$ cat src/rtl/vrs_pkg.sv
// vrs_pkg: shared shading-rate codes, walker state type and rate decode for the VRS blocks.
//   SR_1X1..SR_2X2 : rate codes (0=1x1, 1=2 wide, 2=2 tall, 3=2x2)
//   srate_to_step  : rate code -> {wide, tall}
package vrs_pkg;
    localparam int SRATE_WIDTH = 2;
    localparam logic [SRATE_WIDTH-1:0] SR_1X1 = 2'd0;
    localparam logic [SRATE_WIDTH-1:0] SR_2X1 = 2'd1;
    localparam logic [SRATE_WIDTH-1:0] SR_1X2 = 2'd2;
    localparam logic [SRATE_WIDTH-1:0] SR_2X2 = 2'd3;
    typedef enum logic {ST_IDLE, ST_WALK} walk_state_t;
    function automatic logic [1:0] srate_to_step(input logic [SRATE_WIDTH-1:0] code);
        return {code == SR_2X1 || code == SR_2X2, code == SR_1X2 || code == SR_2X2};
    endfunction
endpackage

$ cat src/rtl/vrs_sat_counter.sv
// vrs_sat_counter: saturating event counter with synchronous clear.
//   clk, rst_n : clock, async active-low reset
//   inc        : count one event
//   clr        : synchronous clear, wins over inc
//   cnt        : count, sticks at all-ones
module vrs_sat_counter #(
    parameter int STAT_WIDTH = 32
) (
    input  logic                  clk,
    input  logic                  rst_n,
    input  logic                  inc,
    input  logic                  clr,
    output logic [STAT_WIDTH-1:0] cnt
);
    always_ff @(posedge clk or negedge rst_n) begin
        if (!rst_n)
            cnt <= '0;
        else if (clr)
            cnt <= '0;
        else if (inc && !(&cnt))
            cnt <= cnt + 1'b1;
    end
endmodule

$ cat src/rtl/vrs_coarse_walker.sv
// vrs_coarse_walker: walks each accepted tile in coarse-pixel blocks and emits one invocation per block.
//   tile_in_*  : tile request (addr, rate code) with valid/ready
//   frag_out_* : registered invocation (tile, origin x/y, wide, tall, last) with valid/ready
//   stats_clr  : clears statistics; stat_tiles / stat_frags are saturating counts
module vrs_coarse_walker #(
    parameter int TILE_ADDR_BITS = 13,
    parameter int SRATE_WIDTH    = vrs_pkg::SRATE_WIDTH,
    parameter int TILE_W_LOG2    = 3,
    parameter int TILE_H_LOG2    = 3,
    parameter int STAT_WIDTH     = 32
) (
    input  logic                      clk,
    input  logic                      rst_n,
    input  logic                      tile_in_valid,
    output logic                      tile_in_ready,
    input  logic [TILE_ADDR_BITS-1:0] tile_in_addr,
    input  logic [SRATE_WIDTH-1:0]    tile_in_srate,
    output logic                      frag_out_valid,
    input  logic                      frag_out_ready,
    output logic [TILE_ADDR_BITS-1:0] frag_out_tile_addr,
    output logic [TILE_W_LOG2-1:0]    frag_out_x,
    output logic [TILE_H_LOG2-1:0]    frag_out_y,
    output logic                      frag_out_wide,
    output logic                      frag_out_tall,
    output logic                      frag_out_last,
    input  logic                      stats_clr,
    output logic [STAT_WIDTH-1:0]     stat_tiles,
    output logic [STAT_WIDTH-1:0]     stat_frags
);
    import vrs_pkg::*;

    walk_state_t             r_state;
    logic [1:0]              w_step;
    logic                    w_hs;
    logic                    w_accept;
    logic [TILE_W_LOG2-1:0]  w_nx;
    logic [TILE_H_LOG2-1:0]  w_ny;

    // Coordinates live in tile-width registers, so x+step wrapping to 0 marks the end of a row
    // (and y+step wrapping marks the final row).
    function automatic logic is_last(input logic [TILE_W_LOG2-1:0] x, input logic [TILE_H_LOG2-1:0] y,
                                     input logic wide, input logic tall);
        return (x + TILE_W_LOG2'(wide ? 2 : 1)) == '0 && (y + TILE_H_LOG2'(tall ? 2 : 1)) == '0;
    endfunction

    assign w_hs          = frag_out_valid && frag_out_ready;
    assign tile_in_ready = r_state == ST_IDLE || (w_hs && frag_out_last);
    assign w_accept      = tile_in_valid && tile_in_ready;
    assign w_step        = srate_to_step(tile_in_srate);
    assign w_nx          = frag_out_x + TILE_W_LOG2'(frag_out_wide ? 2 : 1);
    assign w_ny          = w_nx == '0 ? frag_out_y + TILE_H_LOG2'(frag_out_tall ? 2 : 1) : frag_out_y;

    always_ff @(posedge clk or negedge rst_n) begin
        if (!rst_n) begin
            r_state            <= ST_IDLE;
            frag_out_valid     <= 1'b0;
            frag_out_tile_addr <= '0;
            frag_out_x         <= '0;
            frag_out_y         <= '0;
            frag_out_wide      <= 1'b0;
            frag_out_tall      <= 1'b0;
            frag_out_last      <= 1'b0;
        end else if (w_accept) begin
            r_state            <= ST_WALK;
            frag_out_valid     <= 1'b1;
            frag_out_tile_addr <= tile_in_addr;
            frag_out_x         <= '0;
            frag_out_y         <= '0;
            frag_out_wide      <= w_step[1];
            frag_out_tall      <= w_step[0];
            frag_out_last      <= is_last('0, '0, w_step[1], w_step[0]);
        end else if (w_hs && frag_out_last) begin
            r_state            <= ST_IDLE;
            frag_out_valid     <= 1'b0;
            frag_out_last      <= 1'b0;
        end else if (w_hs) begin
            frag_out_x         <= w_nx;
            frag_out_y         <= w_ny;
            frag_out_last      <= is_last(w_nx, w_ny, frag_out_wide, frag_out_tall);
        end
    end

    vrs_sat_counter #(.STAT_WIDTH(STAT_WIDTH)) u_frags (
        .clk   (clk),
        .rst_n (rst_n),
        .inc   (w_hs),
        .clr   (stats_clr),
        .cnt   (stat_frags)
    );

    vrs_sat_counter #(.STAT_WIDTH(STAT_WIDTH)) u_tiles (
        .clk   (clk),
        .rst_n (rst_n),
        .inc   (w_hs && frag_out_last),
        .clr   (stats_clr),
        .cnt   (stat_tiles)
    );
endmodule

$ cat config.mk
export PLATFORM = sky130hd
export DESIGN_NAME = vrs_coarse_walker
export DESIGN_NICKNAME = d
export VERILOG_FILES = /design/src/rtl/vrs_pkg.sv /design/src/rtl/vrs_sat_counter.sv /design/src/rtl/vrs_coarse_walker.sv
export SDC_FILE = /design/constraint.sdc
export NUM_CORES = 1
export LEC_CHECK = 0
export CORE_MARGIN = 4
export CORE_UTILIZATION = 30
export DETAILED_ROUTE_END_ITERATION = 7
export GPL_TIMING_DRIVEN = 1
export PLACE_DENSITY = 0.62
export SLEW_MARGIN = 20
export SYNTH_ARGS = -nofsm -noshare
export SYNTH_HDL_FRONTEND = slang
export SYNTH_SLANG_ARGS = --single-unit
$ cat constraint.sdc
create_clock -name clk -period 4 [get_ports clk]
set_clock_uncertainty 0.2 [all_clocks]
set_input_delay 0.4 -clock clk [delete_from_list [all_inputs] [get_ports clk]]
set_output_delay 0.4 -clock clk [all_outputs]
set_load 0.01 [all_outputs]
### After elaboration in Yosys (flattened, before gate mapping)

Cells that the tools add are included.

* output and inout port bits: 88
* register bits: 87
* word-level logic and storage cells: 65

* reduce and logical (&&, ||, !) cells: 25
* bitwise gates (word level): 1
* mux-type cells: 20
* equality and inequality tests: 4
* add/subtract/negate cells: 6

Operators by type and width (number)
* $mux 32: 4
* $add 32x1->32 const B: 2
* $reduce_and 32->1: 2
* $mux 3: 7
* $logic_not 3->1: 5
* $mux 2: 4
* $reduce_bool 2->1: 4
* $logic_and 1x1->1: 7
* $add 3x2->3: 2
* $add 3x3->3: 2
* $mux 1: 5
* $eq 2x2->1 const B: 2
* $logic_or 1x1->1: 3
* $reduce_bool 3->1: 1
* $eq 2x1->1 const B: 1
* $logic_not 1->1: 2
* $ne 2x2->1 const B: 1
* $reduce_and 2->1: 1
* $not 1->1: 1

### Depth between registers and ports, before layout

* word-level depth: 10
* mapped depth: 12
* depth with buffers taken out: 12

### Hierarchy

A second synthesis with hierarchy kept.

* cells, all modules: 485
* area total of the unflattened synthesis: 4879.7 um^2

Modules (own cells, without submodules)
* vrs_sat_counter at u_tiles: area an instance 1865.5 um^2, times used 1, seq. area each 800.8 um^2, cells an instance 190
* vrs_sat_counter at u_frags: area an instance 1831.8 um^2, times used 1, seq. area each 800.8 um^2, cells an instance 194
* vrs_coarse_walker: area an instance 1182.4 um^2, times used 1, seq. area each 575.6 um^2, cells an instance 101

### Worst setup path after synthesis

No wires, ideal clock.

* path type: reg2reg
* start point: reg frag_out_wide
* end point: reg frag_out_last
* cell stages (with the launch flop): 13
* buffers on the path: 0
* slack: 0.848 ns
* period minus slack after synthesis: 3.152 ns
* library setup time: 0.120 ns
* arrival time: 2.832 ns
* path through: dfrtp_1 > inv_1 > ha_1 > fa_1 > xnor2_1 > nand3b_1 > mux2_2 > ha_1 > inv_1 > fa_1 > nand3_1 > nor3_1 > a31o_2

* longest elaborated chain between the ends: 10
* elaborated cells on any way between the ends: 12
* those cells by class: add/sub: 3; mux: 5; reduce/logical: 4

RTL lines
* start, declared: RTL line vrs_coarse_walker.sv:23 `output logic frag_out_wide,`
* start signal, assigned: RTL line vrs_coarse_walker.sv:69 `frag_out_wide <= w_step[1];`
* $mux 2 *: RTL line vrs_coarse_walker.sv:43, vrs_coarse_walker.sv:50
* $add 3x3->3: RTL line vrs_coarse_walker.sv:50 `assign w_nx = frag_out_x + TILE_W_LOG2'(frag_out_wide ? 2 : 1);`
* $logic_not 3->1: RTL line vrs_coarse_walker.sv:51 `assign w_ny = w_nx == '0 ? frag_out_y + TILE_H_LOG2'(frag_out_tall ? 2 : 1) : frag_out_y;`
* $mux 3: RTL line vrs_coarse_walker.sv:51
* $add 3x2->3: RTL line vrs_coarse_walker.sv:43 `return (x + TILE_W_LOG2'(wide ? 2 : 1)) == '0 && (y + TILE_H_LOG2'(tall ? 2 : 1)) == '0;`
* $logic_not 3->1: RTL line vrs_coarse_walker.sv:43
* $logic_and 1x1->1 *: RTL line vrs_coarse_walker.sv:43
* $mux 1 *: RTL line vrs_coarse_walker.sv:76 `end else if (w_hs) begin`
* $mux 1 *: RTL line vrs_coarse_walker.sv:72 `end else if (w_hs && frag_out_last) begin`
* $mux 1 *: RTL line vrs_coarse_walker.sv:63 `end else if (w_accept) begin`
* end signal, assigned: RTL line vrs_coarse_walker.sv:71 `frag_out_last <= is_last('0, '0, w_step[1], w_step[0]);`
* end signal, assigned: RTL line vrs_coarse_walker.sv:79 `frag_out_last <= is_last(w_nx, w_ny, frag_out_wide, frag_out_tall);`
* end, declared: RTL line vrs_coarse_walker.sv:25 `output logic frag_out_last,`

Mark *: on every way between the ends. The rest lies on a longest branch, timed or not. The select of a mux whose other input is x is not followed.
A chain may end at the register's enable or synchronous reset.

### Worst setup path after layout

Ends and elaborated chain as after synthesis.

==> load_flow_metrics.sql <==
INSERT INTO impl_metrics (metric_group, metric, value, unit) VALUES
('status', 'run_status', 'finished with violations', ''),
('synth', 'most_instantiated_cells_after_synthesis', '87 x dfrtp_1, 49 x nor2_1, 34 x a21oi_1', ''),
('cts', 'cts_root_buffer', 'clkbuf_16', ''),
('synth', 'post_synth_instance_area', '0.004816', 'mm²'),
('routing', 'detail_route.wirelength.met1', '5.612', 'mm'),
('setup_path', 'path_class', 'reg -> reg', ''),
('layout', 'layoutNonFillerInstCount', '825', ''),
('power', 'power.share.switching', '29.79', '%'),
('timing', 'timing.fmax', '303.4', 'MHz'),
('synth', 'mapped_avg_cell_area', '9.613', 'µm²'),
('setup_path', 'crit_arrival', '3.34', 'ns'),
('global_route', 'grt_antenna_before_repair', '0', ''),
('layout', 'layout_cells_sized_above_1', '10.02', '%'),
('power', 'p_sw', '822.3', 'µW'),
('die', 'core', '0.01583', 'mm²'),
('timing', 'fin_tns_setup', '0', 'ns'),
('placed_design', 'placedCellCount', '809', ''),
('die', 'initial_core_util', '30.43', '%'),
('timing', 'timing.max_slew.rel_slack', '42.38', '%'),
('synth', 'yosys_warnings', '0', ''),
('layout', 'finish.utilization', '40.47', '%'),
('setup_path', 'worst-r2r-cell-count', '12', ''),
('timing', 'tightest_slew', '0.8564', 'ns'),
('cts', 'clock_latency', '0.35', 'ns'),
('synth', 'netlist_instances', '501', ''),
('timing', 'slew_violations', '0', ''),
('power', 'power', '2760', 'µW'),
('synth', 'yosys_most_used_dff', 'dfrtp_1', ''),
('power', 'power.leakage', '0.002377', 'µW'),
('timing', 'grt_setup_unrepaired', 'no', ''),
('power', 'comb_power_share', '28.6', '%'),
('synth', 'yosys.cell_count.top_type', 'dfrtp_1', ''),
('cts', 'cts_sinks', '87', ''),
('routing', 'detail-route-antenna-nets', '0', ''),
('die', 'floorplan.die.width', '134.7', 'µm'),
('routing', 'met3_length', '897', 'µm'),
('synth', 'synth_cell_type_count', '51', ''),
('min_path', 'hp-class', 'in -> async', ''),
('cts', 'cts_hold_buf', '0', ''),
('setup_path', 'r2r_start', 'frag_out_wide', ''),
('synth', 'seq_area_frac_synth', '45.21', '%'),
('status', 'violations', 'hold timing', ''),
('routing', 'top_layer_used', 'met4', ''),
('setup_path', 'setup.worst_path.end_class', 'register', ''),
('synth', 'synth_async_sr_flop_share', '100.0', '%'),
('die', 'ioPinCount', '108', ''),
('synth', 'yosys-top-cells-area', 'dfrtp_1 45%, mux2_2 5.8%, xnor2_1 4.5%', ''),
('synth', 'seq_cells_post_synth', '87', ''),
('setup_path', 'worst-r2r-setup-slack', '0.70', 'ns'),
('power', 'power.density_cell_area', '430.9', 'mW/mm²'),
('routing', 'detail_route.iter0.violations', '279', ''),
('placed_design', 'io_buffers', '107', ''),
('timing', 'fin_crit_sh', '82.40', '%'),
('die', 'placementRows', '46', ''),
('timing', 'whs', '-0.02276', 'ns'),
('cts', 'cts-root-to-sink-buffers', '2', ''),
('die', 'fp.dieArea', '0.01814', 'mm²'),
('global_route', 'largest_net_degree_at_the_start_of_global_routing', '67', ''),
('power', 'share_seq_of_total_power', '38.9', '%'),
('power', 'internal_power_consumption', '1938', 'µW'),
('setup_path', 'critical_path_data_required_time', '4.04', 'ns'),
('routing', 'first_pass_iters', '5', ''),
('synth', 'synth-edff-count', '0', ''),
('global_route', 'grt_first_pass_wirelength', '21.39', 'mm'),
('timing', 'timing_hold_violations_final', '65', ''),
('global_route', 'vias_in_the_first_global_route', '4263', ''),
('setup_path', 'setup.worst_path.start_class', 'register', ''),
('timing', 'timing.final.setup_violations', '0', ''),
('cts', 'cts.repair_timing.setup_buffer_count', '0', ''),
('placed_design', 'hpwl', '9.093', 'mm'),
('layout', 'num-nets-final', '634', '');
==> area by class of cell <==
class,instances,area (µm²)
fill,1523,9423
multi-input combinational,372,2462
sequential,87,2177
timing repair buffer,111,1094
tap,216,270.3
clock buffer,10,239.0
inverter,23,86.33
clock inverter,6,76.32
==> worst max-delay path, cell delays in order (launching register included) <==
cell,delay (ns)
dfrtp_1,0.50
inv_1,0.10
ha_1,0.20
fa_1,0.42
xnor2_1,0.23
nand3b_1,0.18
mux2_2,0.32
ha_1,0.18
inv_1,0.06
fa_1,0.40
nand3_1,0.09
nor3_1,0.04
a31o_2,0.25
==> power by group through the flow <==
stage                     Combinational, µW  Sequential (µW)  Clock [µW]
after floorplan                         410             1130           0
after global placement                  780             1080           0
after detailed placement                796             1090           0
after CTS                               801             1080         927
after global routing                    875             1090         961
final                                   789             1070         897
==> cells by family (layout without fill, tap and decap cells) <==
group	after synthesis	in the layout	synth area share [%]
compound gates	92	92	11.72
xor+xnor	29	29	5.274
fa+ha+maj	10	10	3.066
buf+inv	42	150	3.663
flops	87	87	45.21
mux	28	28	6.495
simple gates	213	213	24.58
==> worst max-delay path by stage <==
stage / startpoint / to / slack (ns)
2_1_floorplan: frag_out_wide / frag_out_last / 0.85
3_3_place_gp: frag_out_wide / frag_out_last / 0.82
3_5_place_dp: frag_out_wide / frag_out_last / 0.69
4_1_cts: frag_out_wide / frag_out_last / 0.68
5_1_grt: frag_out_wide / frag_out_last / 0.49
6_report: frag_out_wide / frag_out_last / 0.70
==> registers in the layout (all words and copies together) (netlist names) <==
| register | flops |
|---|---|
| u_frags.cnt | 32 |
| frag_out_tall | 1 |
| frag_out_tile_addr | 13 |
| frag_out_y | 3 |
| r_state | 1 |
| frag_out_x | 3 |
| frag_out_wide | 1 |
| frag_out_last | 1 |
| u_tiles.cnt | 32 |
==> metrics by stage <==
stage / cell area [µm²] / setup slack [ns]
floorplan: 4816 / 0.8481
global placement: 6090 / 0.8153
detailed placement: 6090 / 0.6909
CTS: 6405 / 0.6799
global route: 6405 / 0.4941
finish: 6405 / 0.7039
==> cell usage in the layout (no fill, tap or decap), drive strengths merged, types with 3 or more instances in the layout <==
cell,count
or3,17
a22o,4
nand3,29
and3,3
nor3,8
a211oi,10
nand2b,3
nor2b,13
a21oi,34
nor4,13
ha,7
buf,6
or2,4
o31ai,14
or4,16
and4,5
nand2,28
fa,3
clkbuf,10
o21ai,19
inv,26
mux2,26
xor2,4
xnor2,25
nor2,49
dfrtp,87
clkdlybuf4s50,105
nand4,19
==> routing by layer <==
metal | vias to the layer above | track usage, %
li1 | 2034 | -
met1 | 2102 | 18.18
met2 | 119 | 23.18
met3 | 13 | 5.030
met4 | 0 | 4.299
met5 | - | 0
Power figures use the tool's default switching activity.
